$ cat src/rtl/amber48_mem_arbiter.sv
// Two-port (fetch/data) arbiter onto one shared memory bus, one transaction in flight, alternating on contention.
// Optional ISSUE-phase grant timeout is compiled in when AMBER48_ARB_TIMEOUT_EN is defined.
module amber48_mem_arbiter #(
   parameter int XLEN           = 48,
   parameter int TIMEOUT_CYCLES = 15
) (
   input  logic            clk_i,
   input  logic            rst_i,
   input  logic            imem_req_i,
   input  logic [XLEN-1:0] imem_addr_i,
   output logic [XLEN-1:0] imem_data_o,
   output logic            imem_valid_o,
   output logic            imem_err_o,
   input  logic            dmem_req_i,
   input  logic            dmem_we_i,
   input  logic [XLEN-1:0] dmem_addr_i,
   input  logic [XLEN-1:0] dmem_wdata_i,
   output logic [XLEN-1:0] dmem_rdata_o,
   output logic            dmem_ready_o,
   output logic            dmem_trap_o,
   output logic            mem_req_o,
   output logic            mem_we_o,
   output logic [XLEN-1:0] mem_addr_o,
   output logic [XLEN-1:0] mem_wdata_o,
   input  logic            mem_gnt_i,
   input  logic            mem_rvalid_i,
   input  logic [XLEN-1:0] mem_rdata_i,
   input  logic            mem_err_i
);
   typedef enum logic [1:0] {S_IDLE, S_ISSUE, S_WAIT, S_RESP} state_t;
   localparam logic OWN_IMEM = 1'b0;
   localparam logic OWN_DMEM = 1'b1;

   if (TIMEOUT_CYCLES < 1 || TIMEOUT_CYCLES > 255) begin : g_bad_timeout
      $error("TIMEOUT_CYCLES must be within 1..255");
   end

   state_t          state_q;
   logic            owner_q, last_owner_q;
   logic [XLEN-1:0] addr_q, wdata_q;
   logic            we_q, mem_req_q;
   logic [XLEN-1:0] imem_data_q, dmem_data_q;
   logic            imem_valid_q, imem_err_q, dmem_ready_q, dmem_trap_q;
   logic            grant_dmem_d, tmo_hit_d, resp_fire_d, resp_err_d;
   logic [XLEN-1:0] resp_data_d;

`ifdef AMBER48_ARB_TIMEOUT_EN
   localparam logic [7:0] TMO_LAST = 8'(TIMEOUT_CYCLES - 1);
   logic [7:0] tmo_cnt_q;
   // Fires in the last allowed ungranted ISSUE cycle; a grant in that same cycle still wins.
   assign tmo_hit_d = (state_q == S_ISSUE) && !mem_gnt_i && (tmo_cnt_q >= TMO_LAST);
`else
   assign tmo_hit_d = 1'b0;
`endif

   assign grant_dmem_d = dmem_req_i && (!imem_req_i || last_owner_q == OWN_IMEM);

   always_comb begin
      resp_fire_d = 1'b0;
      resp_data_d = mem_rdata_i;
      resp_err_d  = mem_err_i;
      if (tmo_hit_d) begin
         resp_fire_d = 1'b1;
         resp_data_d = '0;
         resp_err_d  = 1'b1;
      end else if (state_q == S_ISSUE) begin
         resp_fire_d = mem_gnt_i && mem_rvalid_i;
      end else if (state_q == S_WAIT) begin
         resp_fire_d = mem_rvalid_i;
      end
   end

   always_ff @(posedge clk_i or posedge rst_i) begin
      if (rst_i) begin
         state_q      <= S_IDLE;
         owner_q      <= OWN_IMEM;
         last_owner_q <= OWN_IMEM;
         addr_q       <= '0;
         wdata_q      <= '0;
         we_q         <= 1'b0;
         mem_req_q    <= 1'b0;
         imem_data_q  <= '0;
         dmem_data_q  <= '0;
         imem_valid_q <= 1'b0;
         imem_err_q   <= 1'b0;
         dmem_ready_q <= 1'b0;
         dmem_trap_q  <= 1'b0;
      end else begin
         imem_valid_q <= 1'b0;
         imem_err_q   <= 1'b0;
         dmem_ready_q <= 1'b0;
         dmem_trap_q  <= 1'b0;
         // Response registers load on entry to RESP so the pulse lands in the RESP cycle.
         if (resp_fire_d) begin
            if (owner_q == OWN_DMEM) begin
               dmem_ready_q <= 1'b1;
               dmem_trap_q  <= resp_err_d;
               dmem_data_q  <= resp_data_d;
            end else begin
               imem_valid_q <= 1'b1;
               imem_err_q   <= resp_err_d;
               imem_data_q  <= resp_data_d;
            end
         end
         case (state_q)
            S_IDLE: begin
               if (imem_req_i || dmem_req_i) begin
                  owner_q      <= grant_dmem_d;
                  last_owner_q <= grant_dmem_d;
                  addr_q       <= grant_dmem_d ? dmem_addr_i : imem_addr_i;
                  we_q         <= grant_dmem_d && dmem_we_i;
                  wdata_q      <= grant_dmem_d ? dmem_wdata_i : '0;
                  mem_req_q    <= 1'b1;
                  state_q      <= S_ISSUE;
               end
            end
            S_ISSUE: begin
               if (mem_gnt_i) begin
                  mem_req_q <= 1'b0;
                  state_q   <= mem_rvalid_i ? S_RESP : S_WAIT;
               end else if (tmo_hit_d) begin
                  mem_req_q <= 1'b0;
                  state_q   <= S_RESP;
               end
            end
            S_WAIT:  if (mem_rvalid_i) state_q <= S_RESP;
            S_RESP:  state_q <= S_IDLE;
            default: state_q <= S_IDLE;
         endcase
      end
   end

`ifdef AMBER48_ARB_TIMEOUT_EN
   always_ff @(posedge clk_i or posedge rst_i) begin
      if (rst_i) begin
         tmo_cnt_q <= '0;
      end else if (state_q == S_ISSUE && !mem_gnt_i && !tmo_hit_d) begin
         tmo_cnt_q <= tmo_cnt_q + 8'd1;
      end else begin
         tmo_cnt_q <= '0;
      end
   end
`endif

   assign imem_data_o  = imem_data_q;
   assign imem_valid_o = imem_valid_q;
   assign imem_err_o   = imem_err_q;
   assign dmem_rdata_o = dmem_data_q;
   assign dmem_ready_o = dmem_ready_q;
   assign dmem_trap_o  = dmem_trap_q;
   assign mem_req_o    = mem_req_q;
   assign mem_we_o     = we_q;
   assign mem_addr_o   = addr_q;
   assign mem_wdata_o  = wdata_q;
endmodule

$ cat config.mk
export PLATFORM = sky130hd
export DESIGN_NAME = amber48_mem_arbiter
export DESIGN_NICKNAME = d
export VERILOG_FILES = /design/src/rtl/amber48_mem_arbiter.sv
export SDC_FILE = /design/constraint.sdc
export NUM_CORES = 1
export LEC_CHECK = 0
export ABC_AREA = 0
export BUFFER_PORTS_ARGS = -buffer_cell sky130_fd_sc_hd__buf_2
export CORE_AREA = 2 2 152 154
export DETAILED_ROUTE_END_ITERATION = 16
export DIE_AREA = 0 0 154 156
export GPL_TIMING_DRIVEN = 0
export PLACE_DENSITY_LB_ADDON = 0.05
export SYNTH_ARGS = -nofsm -noshare
export SYNTH_HDL_FRONTEND = slang
export SYNTH_SLANG_ARGS = --single-unit
$ cat constraint.sdc
create_clock -name clk_i -period 12.75 [get_ports clk_i]
set_input_delay 1.275 -clock clk_i [delete_from_list [all_inputs] [get_ports clk_i]]
set_output_delay 1.275 -clock clk_i [all_outputs]
set_load 0.02 [all_outputs]
==> results of run 1 <==
-- final cells by class --
| cell class | instances | area [µm²] | area share [%] |
|---|---|---|---|
| Timing Repair Buffer | 398 | 2010 | 18.4 |
| Clock inverter | 5 | 28.8 | 0.262 |
| Buffer | 37 | 188 | 1.71 |
| Antenna cell | 2 | 5.00 | 0.0456 |
| Sequential cell | 201 | 5030 | 45.9 |
| Clock buffer | 33 | 673 | 6.14 |
| Inverter | 7 | 33.8 | 0.308 |
| Multi-Input combinational cell | 314 | 2640 | 24.1 |
| Tap cell | 285 | 357 | 3.25 |
-- cells in the mapped netlist --
| cell type | instances |
|---|---|
| a21oi_1 | 2 |
| mux2_2 | 83 |
| a21o_1 | 3 |
| clkbuf_1 | 12 |
| and2_1 | 1 |
| inv_1 | 7 |
| a22o_1 | 50 |
| dfrtp_1 | 201 |
| nand2_2 | 1 |
| mux2_4 | 10 |
| nand2_1 | 49 |
| nand2b_1 | 1 |
| buf_6 | 2 |
| ha_1 | 3 |
| nand3_1 | 1 |
| nor3_1 | 2 |
| nor2_4 | 1 |
| buf_1 | 2 |
| mux2_1 | 5 |
| buf_2 | 18 |
| nor2_1 | 2 |
| o21ai_1 | 1 |
| buf_4 | 3 |
| a221o_1 | 1 |
| o21ai_0 | 49 |
| a21boi_2 | 1 |
| mux2i_1 | 48 |
-- flip-flops by register name, summed over array words and instances, names as in the netlist --
signal        count
state_q           2
mem_we_o          1
mem_addr_o       48
last_owner_q      1
mem_req_o         1
dmem_rdata_o     48
imem_data_o      48
imem_err_o        1
mem_wdata_o      48
dmem_ready_o      1
dmem_trap_o       1
imem_valid_o      1
-- power groups by stage --
stage | clock, mW | combinational (mW) | sequential (mW)
floorplan | 0 | 0.480 | 1.49
global placement | 0 | 1.36 | 1.11
detailed placement | 0 | 1.38 | 1.11
CTS | 0.635 | 1.37 | 1.11
global route | 0.664 | 1.45 | 1.15
finish | 0.616 | 1.35 | 1.10
-- worst min path at each step --
stage / to / slack [ns] / depth (start not counted)
after floorplan: state_q[1] / 0.53 / 1
after global placement: mem_addr_o[10] / 0.46 / 2
after detailed placement: mem_addr_o[3] / 0.46 / 2
after CTS: mem_addr_o[3] / 0.48 / 2
after global routing: dmem_rdata_o[4] / 0.50 / 1
final: mem_addr_o[47] / 0.47 / 2
-- per-layer routing --
| metal | vias up | wire [µm] | track usage (%) | share of wire (%) |
|---|---|---|---|---|
| met5 | - | 13 | 0 | 0.057 |
| met4 | 2 | 578 | 6.14 | 2.5 |
| met3 | 41 | 1770 | 5.36 | 7.8 |
| met2 | 255 | 11100 | 31.8 | 49 |
| met1 | 2816 | 9250 | 22.1 | 41 |
| li1 | 2818 | - | - | - |
-- cells by family (layout without fill, tap and decap cells) --
kind of cell | Yosys count | count (layout) | share of synthesized area (%)
other | 0 | 2 | 0
adder cells (fa/ha/maj) | 3 | 3 | 0.476
flip-flops | 201 | 201 | 63.8
AND/OR/NAND/NOR | 58 | 58 | 3.00
AO/OA/AOI/OAI | 107 | 107 | 9.41
buffers and inverters | 44 | 480 | 2.71
multiplexers | 146 | 146 | 20.6
-- metrics by stage --
stage / hold slack [ns] / worst slack [ns] / cell area [µm²] / cells / power [mW]
finish: 0.472 / 10.40 / 11000 / 1282 / 3.07
global route: 0.499 / 10.22 / 11000 / 1282 / 3.26
CTS: 0.478 / 10.36 / 11000 / 1280 / 3.11
detailed placement: 0.465 / 9.85 / 10300 / 1242 / 2.48
global placement: 0.460 / 3.29 / 10200 / 1241 / 2.47
floorplan: 0.529 / 5.99 / 7880 / 559 / 1.97
-- worst register-to-register path, cell delays in order (launching register included) --
cell,delay [ns]
dfrtp_1,0.39
inv_1,0.09
ha_1,0.26
o21ai_1,0.14
buf_2,0.29
buf_2,0.29
buf_1,0.42
nand2_1,0.09
o21ai_0,0.09
==> flow_summary_export.csv, run 1 <==
group,metric,value,unit
setup_path,cp_max_fo,2,
power,p_comb_share,43.9,%
sta,period_share,18.4,%
clock_network,path_clk_slew,0.06,ns
setup_path,slowest_delay,0.40,ns
worst_hold_path,worstHoldStart,"mem_addr_o[47]",
sta,fin_crit,2.35,ns
setup_path,endpoint_kind,"output port",
power,p_leak,5.79,nW
setup_path,r2r_slack,10.60,ns
die,num_rows,55,
detailed_routing,drt_iter0_drc,194,
final_layout,fillCellCount,2125,
sta,drv_slew,0,
synthesis,synth_cell_type_count,27,
clock_network,cts_hold_buf,0,
die,die_x,154,µm
grt,grt_first_pass_wirelength,34.7,mm
detailed_routing,drt_wl_total,22.7,mm
final_layout,fin_nets,1185,
power,sw_frac_of_total,39.6,%
sta,max_slew_margin,47.4,%
worst_hold_path,holdCritPathClass,"reg -> reg",
synthesis,syn_area_per_cell,14.1,µm²
place,port_buffers,397,
place,gp_congestion,0.766,
place,dp_hpwl,17.2,mm
setup_path,critPathLaunchType,"flip-flop",
detailed_routing,ant_nets,0,
sta,setup_viol,0,
outcome,run_status,"finished, final reports clean",
detailed_routing,dr.pass1.iters,4,
detailed_routing,viasPerCell,4.63,
setup_path,cp.required,11.48,ns
clock_network,cts_root_buf,"clkbuf_16",
power,internal_power,1.85,mW
synthesis,synth_area,0.00788,mm²
grt,grt_max_degree,112,
final_layout,syn_to_final_growth,39.1,%
sta,rsz0062_at_grt,"no",
detailed_routing,drc,0,
setup_path,path_cells,"buf_2",
die,num_io_pins,398,
synthesis,synth_top_area_share,63.8,%
clock_network,htreeDepth,1,
clock_network,post_cts_buffers,0,
clock_network,cts.repair.resized,0,
setup_path,worstSetupEndpoint,"mem_wdata_o[33]",
final_layout,layout.cells.most_common,"buf_2",
power,p_seq_share,36.0,%
setup_path,cp.depth,1,
grt,overflow,0,
sta,tightest_slew,0.788,ns
clock_network,cts_tree,"done",
clock_network,clk_path_buf_depth,3,
synthesis,synth_area_leaders,"dfrtp_1, mux2_2, mux2i_1",
synthesis,synth-seq-cells,201,
setup_path,worstReg2RegEnd,"mem_addr_o[45]",
power,p_per_area,280,mW/mm²
grt,grt_pass1_vias,6176,
synthesis,yosys.area.top_type,"dfrtp_1",
clock_network,numClockSinks,201,
clock_network,clock_latency,0.50,ns
setup_path,path_class,"reg -> out",
setup_path,r2r_cells,8,
synthesis,ys_warn_count,0,
final_layout,drive_above_1_share,55.5,%
final_layout,final_util,49.0,%
grt,antenna_found_initial,3,
setup_path,path_delay_family,"flip-flops",
clock_network,cts_buffers,23,
power,irDropWorstVdd,0.107,mV
sta,hold_violations,0,
detailed_routing,num_vias,5932,
setup_path,crit_arrival,1.07,ns
sta,fin_tns_setup,0,ns
die,core,0.0224,mm²
grt,track_usage,18.4,%
die,dieHeight,156,µm
power,switchingPower,1.22,mW
synthesis,yosysSeqAreaShare,63.8,%
sta,fmax,426,MHz
final_layout,layout.cells.most_common_list,"buf_2, dfrtp_1, mux2_2, a22o_1",
die,die_area,0.0240,mm²
power,p_clk_share,20.1,%
setup_path,crit_start,"mem_wdata_o[33]",
setup_path,r2r-start,"state_q[0]",
setup_path,crit_slowest_cell,"dfrtp_1",
setup_path,critical_path_buf_inv_count,1,
synthesis,netlist_instances,559,
sta,fin_worst_skew,0.0106,ns
detailed_routing,wire_per_inst,17.7,µm
synthesis,syn_nets,762,
job,drv_cap,0,
die,start_util,35.2,%
No activity file was read; power rests on OpenSTA's default activity.
==> run 2, diff against run 1 <==
==> constraint.sdc (replaced) <==
create_clock -name clk_i -period 2.25 [get_ports clk_i]
set_input_delay 0.225 -clock clk_i [delete_from_list [all_inputs] [get_ports clk_i]]
set_output_delay 0.225 -clock clk_i [all_outputs]
set_load 0.02 [all_outputs]
==> run 2 against run 1 <==
Compared with the run above: clock power rose to 5.8 times the previous value; die area did not move; combinational power rose to 5.8 times the previous value; critical path type is now reg -> reg; first-iteration DRC count rose by 23%; final cell count rose by 8.1%; global-route usage rose by 0.67 points; sequential share of layout area fell by 4.2 points; total power rose to 5.7 times the previous value; clock-buffer cell count fell by 2; worst hold slack got worse by 0.46 ns; setup slack got worse by 10 ns; flip-flop and latch count did not move.
==> flow_summary_export.csv, run 2 (synthesized netlist as in run 1, its figures left out) <==
group,metric,value,unit
die,die_area,0.0240,mm²
setup_path,path_class,"reg -> reg",
grt,track_usage,19.0,%
final_layout,syn_to_final_growth,53.1,%
sta,tightest_slew,0.609,ns
die,core,0.0224,mm²
place,gp_congestion,0.763,
power,p_comb_share,44.4,%
final_layout,drive_above_1_share,50.6,%
grt,antenna_found_initial,0,
die,dieHeight,156,µm
sta,worst_slack,0.203,ns
sta,holdWs,0.0113,ns
setup_path,crit_arrival,2.42,ns
setup_path,worstReg2RegEnd,"dmem_rdata_o[24]",
setup_path,worstSetupEndpoint,"dmem_rdata_o[24]",
setup_path,r2r-start,"state_q[1]",
detailed_routing,drt_iter0_drc,238,
clock_network,htreeDepth,1,
final_layout,multiInputGateArea,0.00264,mm²
outcome,run_status,"finished, final reports clean",
clock_network,cts_buffers,23,
die,num_rows,55,
sta,fmax,489,MHz
setup_path,cp_max_fo,10,
sta,rsz0062_at_grt,"no",
detailed_routing,drc,0,
die,num_io_pins,398,
power,switchingPower,6.95,mW
sta,fin_tns_setup,0,ns
sta,hold_violations,0,
die,start_util,35.2,%
clock_network,cts_tree,"done",
place,port_buffers,397,
final_layout,layout.cells.most_common_list,"buf_2, dfrtp_1, dlygate4sd3_1, mux2_2, a22o_1",
final_layout,fillCellCount,2010,
grt,grt_pass1_vias,6695,
place,pre_cts_slack,0.114,ns
sta,period_share,91.0,%
worst_hold_path,holdCritPathClass,"in -> reg",
power,p_seq_share,35.5,%
clock_network,path_clk_slew,0.06,ns
die,die_x,154,µm
grt,grt_first_pass_wirelength,36.3,mm
clock_network,cts_root_buf,"clkbuf_16",
setup_path,critPathLaunchType,"flip-flop",
detailed_routing,ant_nets,0,
worst_hold_path,min_path_cells,3,
final_layout,seq_area,0.00503,mm²
power,p_leak,6.25,nW
power,p_total,17.6,mW
place,dp_hpwl,17.6,mm
grt,grt_max_degree,42,
setup_path,cp.required,2.62,ns
power,irDropWorstVdd,0.606,mV
sta,setup_viol,0,
final_layout,layout.cells.most_common,"buf_2",
power,internal_power,10.7,mW
sta,drv_slew,0,
detailed_routing,num_vias,6443,
detailed_routing,wire_per_inst,16.9,µm
final_layout,fin_nets,1292,
clock_network,clk_path_buf_depth,3,
sta,max_slew_margin,59.3,%
power,sw_frac_of_total,39.4,%
power,p_per_area,1460,mW/mm²
setup_path,r2r_slack,0.20,ns
grt,overflow,0,
detailed_routing,drt_wl_total,23.4,mm
job,drv_cap,0,
clock_network,numClockSinks,201,
sta,fin_worst_skew,0.00642,ns
setup_path,endpoint_kind,"flip-flop",
final_layout,n_antenna_cell,0,
detailed_routing,dr.pass1.iters,4,
setup_path,crit_start,"state_q[1]",
detailed_routing,viasPerCell,4.65,
final_layout,final_util,54.0,%
setup_path,r2r_cells,6,
power,p_clk_share,20.1,%
clock_network,clock_latency,0.49,ns
sta,fin_crit,2.05,ns
==> run 2: changes by cell type in the layout (fill, tap and decap cells not counted), moves of 2 or more <==
cell,before,now
dlygate4sd3_1,0,103
diode_2,2,0
buf_1,2,0
clkbuf_2,0,2
buf_12,0,5
clkbuf_8,6,4
==> run 2: critical path, stage by stage (launching register included) <==
cell	delay, ns
dfrtp_1	0.40
inv_1	0.08
ha_1	0.23
mux2_4	0.33
nand3_1	0.19
buf_2	0.32
mux2_2	0.37
==> run 2: cell type report <==
class / instances / share of cell area, %
sequential: 201 / 41.7
timing repair buffer: 505 / 25.8
multi-input combinational: 314 / 21.9
clock buffer: 31 / 5.35
tap: 285 / 2.96
buffer: 37 / 1.58
clock inverter: 6 / 0.487
inverter: 7 / 0.249
==> run 2: per-layer routing <==
| layer | GRT usage, % | wire length (µm) | vias to the layer above |
|---|---|---|---|
| li1 | - | - | 3042 |
| met1 | 23.0 | 9250 | 3068 |
| met2 | 32.8 | 11500 | 287 |
| met3 | 4.94 | 1830 | 46 |
| met4 | 7.12 | 809 | 0 |
| met5 | 0 | 0 | - |
==> run 2: worst min path at each step <==
stage                    start              end  slack, ns
2_1_floorplan        mem_err_i      dmem_trap_o       0.35
3_3_place_gp         dmem_we_i         mem_we_o       0.44
3_5_place_dp             rst_i  imem_data_o[13]       0.34
4_1_cts        dmem_addr_i[43]   mem_addr_o[43]     0.0002
5_1_grt        imem_addr_i[25]   mem_addr_o[25]       0.02
6_report        imem_addr_i[7]    mem_addr_o[7]       0.01
==> run 2: what timing repair did <==
item,in CTS,in global routing
endpoints found under the hold margin,174,0
setup endpoints to repair,0,20
setup buffers,0,0
resized for setup,0,2
hold buffers,103,0
==> run 2: through the flow <==
step / instance area (µm²) / cells
5_1_grt: 12100 / 1386
3_3_place_gp: 10200 / 1241
4_1_cts: 12100 / 1386
2_1_floorplan: 7890 / 559
3_5_place_dp: 10300 / 1246
6_report: 12100 / 1386
==> run 2: power by group through the flow <==
| stage | logic [mW] | registers, mW | clock network (mW) |
|---|---|---|---|
| 3_5_place_dp | 7.82 | 6.28 | 0 |
| 2_1_floorplan | 2.72 | 8.44 | 0 |
| 3_3_place_gp | 7.70 | 6.28 | 0 |
| 4_1_cts | 7.94 | 6.26 | 3.65 |
| 5_1_grt | 8.42 | 6.49 | 3.79 |
| 6_report | 7.82 | 6.25 | 3.55 |
==> run 3, diff against run 2 <==
--- a/config.mk
+++ b/config.mk
@@ -15,3 +15,4 @@
 export SYNTH_ARGS = -nofsm -noshare
 export SYNTH_HDL_FRONTEND = slang
 export SYNTH_SLANG_ARGS = --single-unit
+export TNS_END_PERCENT = 100
==> constraint.sdc (replaced) <==
create_clock -name clk_i -period 2.5 [get_ports clk_i]
set_input_delay 0.25 -clock clk_i [delete_from_list [all_inputs] [get_ports clk_i]]
set_output_delay 0.25 -clock clk_i [all_outputs]
set_load 0.02 [all_outputs]
==> run 3 against run 2 <==
Compared with the run above: total power shrank 10%; register-to-register slack gained 0.18 ns; via count shrank 0.43%; non-clock buffer count shrank 6; setup slack gained 0.18 ns; clock-buffer cell count is the same; first-iteration DRC count grew 3.4%; die area is the same; largest power group unchanged.
==> flow_summary_export.csv, run 3 (synthesized netlist as in run 1, its figures left out) <==
group,metric,value,unit
outcome,run_status,"finished, final reports clean",
die,die_x,154,µm
sta,max_slew_margin,59.3,%
detailed_routing,drt_wl_total,23.4,mm
sta,tightest_slew,0.609,ns
power,sw_frac_of_total,39.4,%
power,p_seq_share,35.5,%
final_layout,layout.cells.most_common_list,"buf_2, dfrtp_1, dlygate4sd3_1, mux2_2, a22o_1",
clock_network,post_cts_buffers,0,
setup_path,cp.required,2.92,ns
setup_path,r2r_slack,0.38,ns
power,switchingPower,6.25,mW
clock_network,cts.repair.resized,0,
worst_hold_path,min_path_cells,2,
power,p_leak,6.22,nW
clock_network,htreeDepth,1,
setup_path,endpoint_kind,"flip-flop",
grt,grt_max_degree,42,
place,pre_cts_slack,0.364,ns
detailed_routing,ant_nets,0,
job,drv_cap,0,
grt,antenna_found_initial,0,
sta,drv_slew,0,
worst_hold_path,holdCritPathClass,"in -> reg",
clock_network,clock_latency,0.49,ns
die,core,0.0224,mm²
sta,worst_slack,0.380,ns
power,p_per_area,1320,mW/mm²
setup_path,cp_max_fo,10,
sta,fin_tns_setup,0,ns
setup_path,crit_start,"state_q[0]",
power,p_comb_share,44.3,%
detailed_routing,viasPerCell,4.65,
setup_path,critPathLaunchType,"flip-flop",
sta,rsz0062_at_grt,"no",
power,internal_power,9.59,mW
detailed_routing,wire_per_inst,17.0,µm
detailed_routing,drt_iter0_drc,246,
die,start_util,35.2,%
grt,grt_pass1_vias,6640,
setup_path,crit_arrival,2.54,ns
place,placed_area,0.0103,mm²
final_layout,seq_area,0.00503,mm²
clock_network,path_clk_slew,0.06,ns
place,place_inst,1246,
power,p_clk_share,20.1,%
sta,hold_violations,0,
final_layout,final_cells,1380,
detailed_routing,drc,0,
place,dp_hpwl,17.6,mm
clock_network,numClockSinks,201,
die,num_io_pins,398,
setup_path,r2r-start,"state_q[0]",
die,dieHeight,156,µm
clock_network,cts_root_buf,"clkbuf_16",
clock_network,cts_buffers,23,
place,port_buffers,397,
final_layout,layout.cells.most_common,"buf_2",
grt,grt_first_pass_wirelength,36.1,mm
sta,setup_viol,0,
sta,holdWs,0.0237,ns
sta,fin_crit,2.12,ns
final_layout,fin_nets,1286,
worst_hold_path,worstHoldStart,"mem_rdata_i[11]",
detailed_routing,num_vias,6415,
setup_path,path_class,"reg -> reg",
clock_network,clk_path_buf_depth,3,
sta,fmax,472,MHz
sta,fin_worst_skew,0.00621,ns
die,die_area,0.0240,mm²
final_layout,syn_to_final_growth,52.3,%
final_layout,drive_above_1_share,50.7,%
grt,track_usage,19.0,%
power,irDropWorstVdd,0.546,mV
final_layout,finalInstanceArea,0.0120,mm²
final_layout,multiInputGateArea,0.00264,mm²
worst_hold_path,whs_endpoint,"dmem_rdata_o[11]",
sta,period_share,84.8,%
final_layout,n_antenna_cell,0,
place,gp_congestion,0.763,
setup_path,r2r_cells,8,
die,num_rows,55,
final_layout,fillCellCount,2018,
grt,overflow,0,
setup_path,worstReg2RegEnd,"mem_addr_o[15]",
detailed_routing,dr.pass1.iters,4,
clock_network,cts_tree,"done",
==> run 3: cell types whose count changed in the layout (fill, tap and decap cells not counted), sizes merged <==
cell,before,now
buf,425,427
clkbuf,45,43
dlygate4sd3,103,97
==> run 3: timing repair <==
item	CTS	global route
endpoints found under the setup margin	0	0
hold buffers	97	0
endpoints found under the hold margin	162	0
==> run 3: worst max-delay path, stage by stage (launching register included) <==
cell,delay [ns]
dfrtp_1,0.40
inv_1,0.10
ha_1,0.26
o21ai_1,0.13
buf_2,0.28
buf_2,0.29
buf_1,0.40
nand2_1,0.11
o21ai_0,0.08
==> run 3: worst max path at each step <==
| stage | endpoint |
|---|---|
| final | mem_addr_o[15] |
| after CTS | mem_addr_o[15] |
| after detailed placement | mem_addr_o[8] |
| after global placement | mem_wdata_o[24] |
| after global routing | mem_addr_o[11] |
| after floorplan | dmem_rdata_o[0] |
==> run 3: power groups by stage <==
stage / clock [mW] / sequential [mW] / combinational (mW)
final: 3.19 / 5.63 / 7.03
after global routing: 3.41 / 5.84 / 7.57
after CTS: 3.29 / 5.63 / 7.14
after detailed placement: 0 / 5.65 / 7.03
after global placement: 0 / 5.65 / 6.93
after floorplan: 0 / 7.59 / 2.45
==> run 3: metal layers <==
layer | GRT usage (%) | vias up | wire, µm
met4 | 7.12 | 0 | 815
met2 | 32.5 | 290 | 11500
met1 | 23.1 | 3047 | 9290
li1 | - | 3030 | -
met3 | 5.00 | 48 | 1810
met5 | 0 | - | 0
==> run 3: per-stage QoR <==
| stage | total power, mW | util, % |
|---|---|---|
| finish | 15.8 | 53.7 |
| CTS | 16.1 | 53.7 |
| detailed placement | 12.7 | 46.2 |
| global placement | 12.6 | 45.7 |
| global route | 16.8 | 53.7 |
| floorplan | 10.0 | - |
==> run 3: final cells by class <==
type	count	share of cell area, %
multi-input cells	314	22.0
clock buffers	31	5.38
inverters	7	0.250
clock inverters	6	0.490
flip-flops and latches	201	41.9
plain buffers	37	1.56
repair buffers	499	25.5
well taps	285	2.97
